**src/rtl/nes_pad_pkg.sv**
```systemverilog
// Shared types for the NES pad responder: FSM state encoding and the
// button bit positions inside the parallel button word.
`timescale 1ns/1ps
package nes_pad_pkg;

  typedef enum logic [1:0] {
    IDLE  = 2'd0,
    LOAD  = 2'd1,
    SHIFT = 2'd2,
    DONE  = 2'd3
  } state_e;

  localparam int BTN_A      = 0;
  localparam int BTN_B      = 1;
  localparam int BTN_SELECT = 2;
  localparam int BTN_START  = 3;
  localparam int BTN_UP     = 4;
  localparam int BTN_DOWN   = 5;
  localparam int BTN_LEFT   = 6;
  localparam int BTN_RIGHT  = 7;

endpackage

```
**src/rtl/nes_pad_responder_if.sv**
```systemverilog
// Three-wire NES controller link. The host (controller reader) drives
// latch and shift clock; the pad answers on the active-low data line.
`timescale 1ns/1ps
interface nes_pad_responder_if;
  logic nes_latch;
  logic nes_clk;
  logic nes_data;

  modport master (output nes_latch, output nes_clk, input nes_data);
  modport slave  (input nes_latch, input nes_clk, output nes_data);
endinterface

```
**src/rtl/nes_pad_sync.sv**
```systemverilog
// Multi-flop synchroniser for one asynchronous host strobe, followed by
// a single edge-detect flop that yields one-clk rise/fall events.
`timescale 1ns/1ps
module nes_pad_sync #(
  parameter int SYNC_STAGES = 2
) (
  input  logic clk,
  input  logic reset_n,
  input  logic i_async,
  output logic o_level,
  output logic o_rise,
  output logic o_fall
);

  logic [SYNC_STAGES-1:0] r_sync;
  logic                   r_last;

  // Shift the pin through the synchroniser chain and remember the last level.
  // NOTE: sequential state uses non-blocking assignments so every flop samples
  // the pre-edge value of its neighbour, which is what makes the chain a chain.
  // NOTE: async reset clears only control flops; there are no memories here.
  always_ff @(posedge clk or negedge reset_n) begin
    if (!reset_n) begin
      r_sync <= '0;
      r_last <= 1'b0;
    end else begin
      r_sync <= {r_sync[SYNC_STAGES-2:0], i_async};
      r_last <= r_sync[SYNC_STAGES-1];
    end
  end

  assign o_level = r_sync[SYNC_STAGES-1];
  assign o_rise  = r_sync[SYNC_STAGES-1] & ~r_last;
  assign o_fall  = ~r_sync[SYNC_STAGES-1] & r_last;

endmodule

```
**src/rtl/nes_pad_responder.sv**
```systemverilog
// Device end of the NES controller link: emulates the pad's 4021 shift
// register. Latch loads the (active-low) button word, each host clock rise
// shifts one bit out, and the frame completes after N_BITS shifts.
// Optional feature macro: NES_PAD_TURBO_EN (turbo auto-fire on A/B).
`timescale 1ns/1ps
module nes_pad_responder
  import nes_pad_pkg::*;
#(
  parameter int SYNC_STAGES = 2,
  parameter int N_BITS      = 8,
  parameter int TURBO_DIV   = 4
) (
  input  logic                clk,
  input  logic                reset_n,
  input  logic [N_BITS-1:0]   buttons,
  input  logic [1:0]          turbo,
  nes_pad_responder_if.slave  link,
  output logic                frame_done,
  output logic [4:0]          bit_idx
);

  if (N_BITS < 2 || N_BITS > 16) begin : g_bad_n_bits
    $error("nes_pad_responder: N_BITS must be in 2..16");
  end
  if (SYNC_STAGES < 2) begin : g_bad_sync_stages
    $error("nes_pad_responder: SYNC_STAGES must be >= 2");
  end

  logic              w_latch_s;
  logic              w_latch_fall;
  logic              w_latch_rise_unused;
  logic              w_clk_rise;
  logic              w_clk_level_unused;
  logic              w_clk_fall_unused;
  logic [N_BITS-1:0] w_load_word;

  state_e            r_state;
  logic [N_BITS-1:0] r_shift;
  logic              r_data;
  logic              r_done;
  logic [4:0]        r_idx;

  nes_pad_sync #(.SYNC_STAGES(SYNC_STAGES)) u_sync_latch (
    .clk     (clk),
    .reset_n (reset_n),
    .i_async (link.nes_latch),
    .o_level (w_latch_s),
    .o_rise  (w_latch_rise_unused),
    .o_fall  (w_latch_fall)
  );

  nes_pad_sync #(.SYNC_STAGES(SYNC_STAGES)) u_sync_clk (
    .clk     (clk),
    .reset_n (reset_n),
    .i_async (link.nes_clk),
    .o_level (w_clk_level_unused),
    .o_rise  (w_clk_rise),
    .o_fall  (w_clk_fall_unused)
  );

`ifdef NES_PAD_TURBO_EN
  localparam int TCW = (TURBO_DIV > 1) ? $clog2(TURBO_DIV) : 1;

  logic [TCW-1:0] r_turbo_cnt;
  logic           r_turbo_phase;

  // Count latch falling edges; flip the turbo phase every TURBO_DIV of them.
  always_ff @(posedge clk or negedge reset_n) begin
    if (!reset_n) begin
      r_turbo_cnt   <= '0;
      r_turbo_phase <= 1'b0;
    end else if (w_latch_fall) begin
      if (r_turbo_cnt == TCW'(TURBO_DIV - 1)) begin
        r_turbo_cnt   <= '0;
        r_turbo_phase <= ~r_turbo_phase;
      end else begin
        r_turbo_cnt <= r_turbo_cnt + 1'b1;
      end
    end
  end

  // Active-low load word; turbo buttons read as released during phase 1.
  // NOTE: the default assignment first keeps this combinational block latch-free.
  always_comb begin
    w_load_word = ~buttons;
    if (r_turbo_phase) begin
      if (turbo[0]) w_load_word[BTN_A] = 1'b1;
      if (turbo[1]) w_load_word[BTN_B] = 1'b1;
    end
  end
`else
  logic w_turbo_unused;

  assign w_load_word    = ~buttons;
  assign w_turbo_unused = ^{turbo, TURBO_DIV[0]};
`endif

  // Pad FSM: latch has priority from any state, host clock rises shift in SHIFT.
  always_ff @(posedge clk or negedge reset_n) begin
    if (!reset_n) begin
      r_state <= IDLE;
      r_shift <= '1;
      r_data  <= 1'b1;
      r_done  <= 1'b0;
      r_idx   <= '0;
    end else begin
      r_done <= 1'b0;
      if (w_latch_s) begin
        r_state <= LOAD;
        r_shift <= w_load_word;
        r_data  <= w_load_word[0];
        r_idx   <= '0;
      end else begin
        case (r_state)
          IDLE: r_data <= 1'b1;
          LOAD: begin
            // The word loaded on the last latched cycle stays frozen.
            if (w_latch_fall) r_state <= SHIFT;
          end
          SHIFT: begin
            if (w_clk_rise) begin
              r_shift <= {1'b1, r_shift[N_BITS-1:1]};
              r_idx   <= r_idx + 5'd1;
              if (r_idx == 5'(N_BITS - 1)) begin
                r_done  <= 1'b1;
                r_data  <= 1'b1;
                r_state <= DONE;
              end else begin
                r_data <= r_shift[1];
              end
            end
          end
          DONE:    r_data  <= 1'b1;
          default: r_state <= IDLE;
        endcase
      end
    end
  end

  assign link.nes_data = r_data;
  assign frame_done    = r_done;
  assign bit_idx       = r_idx;

endmodule

```
**src/flat_wrapper.sv**
```systemverilog
// flat-port wrapper written by rule: the top's interface ports become plain ports
module nes_pad_responder_flat import nes_pad_pkg::*;
#(
  parameter int SYNC_STAGES = 2,
  parameter int N_BITS      = 8,
  parameter int TURBO_DIV   = 4
)
  (clk, reset_n, buttons, turbo, frame_done, bit_idx, link_nes_latch, link_nes_clk, link_nes_data);
  nes_pad_responder_if link_i ();
  input  logic clk;
  input  logic reset_n;
  input  logic [N_BITS-1:0] buttons;
  input  logic [1:0] turbo;
  output logic frame_done;
  output logic [4:0] bit_idx;
  input wire logic [$bits(link_i.nes_latch)-1:0] link_nes_latch;
  input wire logic [$bits(link_i.nes_clk)-1:0] link_nes_clk;
  output wire logic [$bits(link_i.nes_data)-1:0] link_nes_data;
  assign link_i.nes_latch = link_nes_latch;
  assign link_i.nes_clk = link_nes_clk;
  assign link_nes_data = link_i.nes_data;
  nes_pad_responder #(.SYNC_STAGES(SYNC_STAGES), .N_BITS(N_BITS), .TURBO_DIV(TURBO_DIV)) u_core (.clk(clk), .reset_n(reset_n), .buttons(buttons), .turbo(turbo), .link(link_i), .frame_done(frame_done), .bit_idx(bit_idx));
endmodule
```
**config.mk**
```make
export PLATFORM = sky130hd
export DESIGN_NAME = nes_pad_responder_flat
export DESIGN_NICKNAME = d
export VERILOG_FILES = /design/src/rtl/nes_pad_pkg.sv /design/src/rtl/nes_pad_responder_if.sv /design/src/rtl/nes_pad_sync.sv /design/src/rtl/nes_pad_responder.sv /design/src/flat_wrapper.sv
export SDC_FILE = /design/constraint.sdc
export NUM_CORES = 1
export LEC_CHECK = 0
export ABC_AREA = 1
export CORE_MARGIN = 1
export CORE_UTILIZATION = 53
export CTS_CLUSTER_DIAMETER = 200
export CTS_CLUSTER_SIZE = 40
export DETAILED_ROUTE_END_ITERATION = 8
export GPL_ROUTABILITY_DRIVEN = 0
export PLACE_DENSITY = 0.82
export SYNTH_ARGS = -nofsm -noshare
export SYNTH_HDL_FRONTEND = slang
export SYNTH_HIERARCHICAL = 1
export SYNTH_SLANG_ARGS = --single-unit
```
**constraint.sdc**
```tcl
create_clock -name clk -period 2.5 [get_ports clk]
set_clock_uncertainty 0.1 [all_clocks]
set_input_delay 0.5 -clock clk [delete_from_list [all_inputs] [get_ports clk]]
set_output_delay 0.5 -clock clk [all_outputs]
set_load 0.05 [all_outputs]
```
==> impl_metrics.json <==
{
  "critPathRequiredTime_ps": 1900,
  "portBuffers": 18,
  "tightest_slew_ps": 496,
  "vias": 785,
  "grt_pass1_vias": 703,
  "critical_path_class": "reg -> out",
  "cts_setup_buffers": 0,
  "cts_tree": "yes",
  "holdWs_ps": 265,
  "pin_count": 21,
  "cts_buffers": 3,
  "num-nets-final": 151,
  "drt_iter0_drc": 18,
  "p_leak_nw": 0.602,
  "syn_area_per_cell_um2": 8.94,
  "start_kind": "flop",
  "synth_nets": 129,
  "die_w_um": 45.5,
  "syn_inst": 112,
  "place_ws_ps": 586,
  "outcome": "complete, no violations",
  "synthToLayoutAreaGrowth_pct": 25.5,
  "p_per_area_nw_per_um2": 816,
  "finalSetupTns_ps": 0,
  "drc_errors": 0,
  "hold_class": "reg -> reg",
  "totalWireLength_um": 1870,
  "worstPathArrival_ps": 1670,
  "clock_latency_ps": 310,
  "drive_above_1_share_pct": 17.3,
  "worst_setup_path_end_kind": "primary output",
  "std_cell_rows": 15,
  "initial_core_util_pct": 57.3,
  "dp.cells": 154,
  "cp_slowest_cell": "clkdlybuf4s50_1",
  "clk_path_buf_depth": 2,
  "crit_family": "buffers and inverters",
  "nFillCells": 141,
  "slew_violations": 0,
  "crit_path_max_fanout": 2,
  "core_um2": 1750,
  "final_cell_count_no_fill": 158,
  "diodes": 0,
  "grt_pass1_wl_um": 2990,
  "grt_usage_pct": 20.9,
  "grt_setup_unrepaired": "no",
  "fin_ws_ps": 229,
  "ant_nets": 0,
  "yosysWarningCount": 6,
  "dp_hpwl_um": 1340,
  "crit_chain": "clkdlybuf4s50_1",
  "maxSlewHeadroom_pct": 66.8,
  "die-height_um": 45.5,
  "grt_max_degree": 23,
  "max_clock_freq_mhz": 440,
  "mappedNetlistArea_um2": 1000,
  "setup_viol": 0,
  "ctsHoldBuffers": 0,
  "clkTransAtPathRegs_ps": 130,
  "htreeDepth": 1,
  "post-route-period-util_pct": 90.8,
  "avgViaCountPerCell": 4.97,
  "critPathMaxStageDelay_ps": 800,
  "vdd_drop_max_mv": 0.605,
  "die-area_um2": 2070,
  "final-hold-violation-count": 0,
  "clkSinkCount": 22,
  "fin_crit_ps": 2270,
  "cts-root-buf": "clkbuf_4",
  "drv_cap": 0,
  "drt_first_pass_iters": 4,
  "crit_buf_inv": 1,
  "ctsResizeCount": 0,
  "grt_antenna_before_repair": 0,
  "grt_remaining_overflow": 0,
  "routedWlPerCell_um": 11.8
}
[placed cells by master (no fill, tap or decap), drive strengths merged]
master	count
nand3	5
dfrtp	14
dfstp	8
ha	3
nand2	29
a21oi	6
o21ai	5
nor3b	1
bufinv	1
a22oi	1
clkbuf	3
nor3	1
nor2	22
inv	14
o211a	1
buf	1
clkdlybuf4s50	18
[where the power goes]
part	internal, mW	total (mW)	switching, mW	leakage, nW
registers	0.421	0.452	0.0314	0.261
clock network	0.162	0.269	0.107	0.0279
logic	0.115	0.304	0.189	0.313
total	0.698	1.03	0.327	0.602
[stage by stage]
stage	cell area, um^2	util [%]	total power [mW]
2_1_floorplan	1000	-	0.671
3_3_place_gp	1200	69.0	0.745
3_5_place_dp	1200	69.0	0.762
4_1_cts	1260	72.0	1.03
5_1_grt	1260	72.0	1.08
6_report	1260	72.0	1.03
[metal layers]
layer / GRT usage [%] / up-vias / share of wire (%)
li1: - / 391 / -
met1: 27.1 / 368 / 46
met2: 33.1 / 21 / 48
met3: 2.38 / 5 / 2.8
met4: 12.7 / 0 / 2.5
met5: 0 / - / 0
[area by class of cell]
cell class / count / area, um^2 / share of cell area [%]
flip-flops and latches: 22 / 561 / 44.6
clock buffers: 3 / 22.5 / 1.79
repair buffers: 19 / 188 / 14.9
clock inverters: 1 / 30.0 / 2.39
well taps: 25 / 31.3 / 2.49
multi-input cells: 74 / 372 / 29.6
inverters: 14 / 52.6 / 4.18
[sequential cells by signal, summed over array words and instances (netlist names)]
name,cells
u_core/bit_idx,5
u_core/frame_done,1
u_core/link.nes_data,1
u_core/r_shift,7
u_core/r_state,2
u_core/u_sync_clk/r_last,1
u_core/u_sync_clk/r_sync,2
u_core/u_sync_latch/r_last,1
u_core/u_sync_latch/r_sync,2
[final timing paths]
check / from / to / slack [ps] / cells after the start
max: u_core/link.nes_data / link_nes_data / 230 / 1
min: u_core/u_sync_clk/r_sync[0] / u_core/u_sync_clk/r_sync[1] / 270 / 0
max reg2reg: u_core/u_sync_latch/r_sync[1] / u_core/bit_idx[4] / 970 / 5
min reg2reg: u_core/u_sync_clk/r_sync[0] / u_core/u_sync_clk/r_sync[1] / 270 / 0
max in group asynchronous: reset_n / u_core/r_shift[3] / 1620 / 2
min in group asynchronous: reset_n / u_core/frame_done / 410 / 2
No activity file was read; power rests on OpenSTA's default activity.
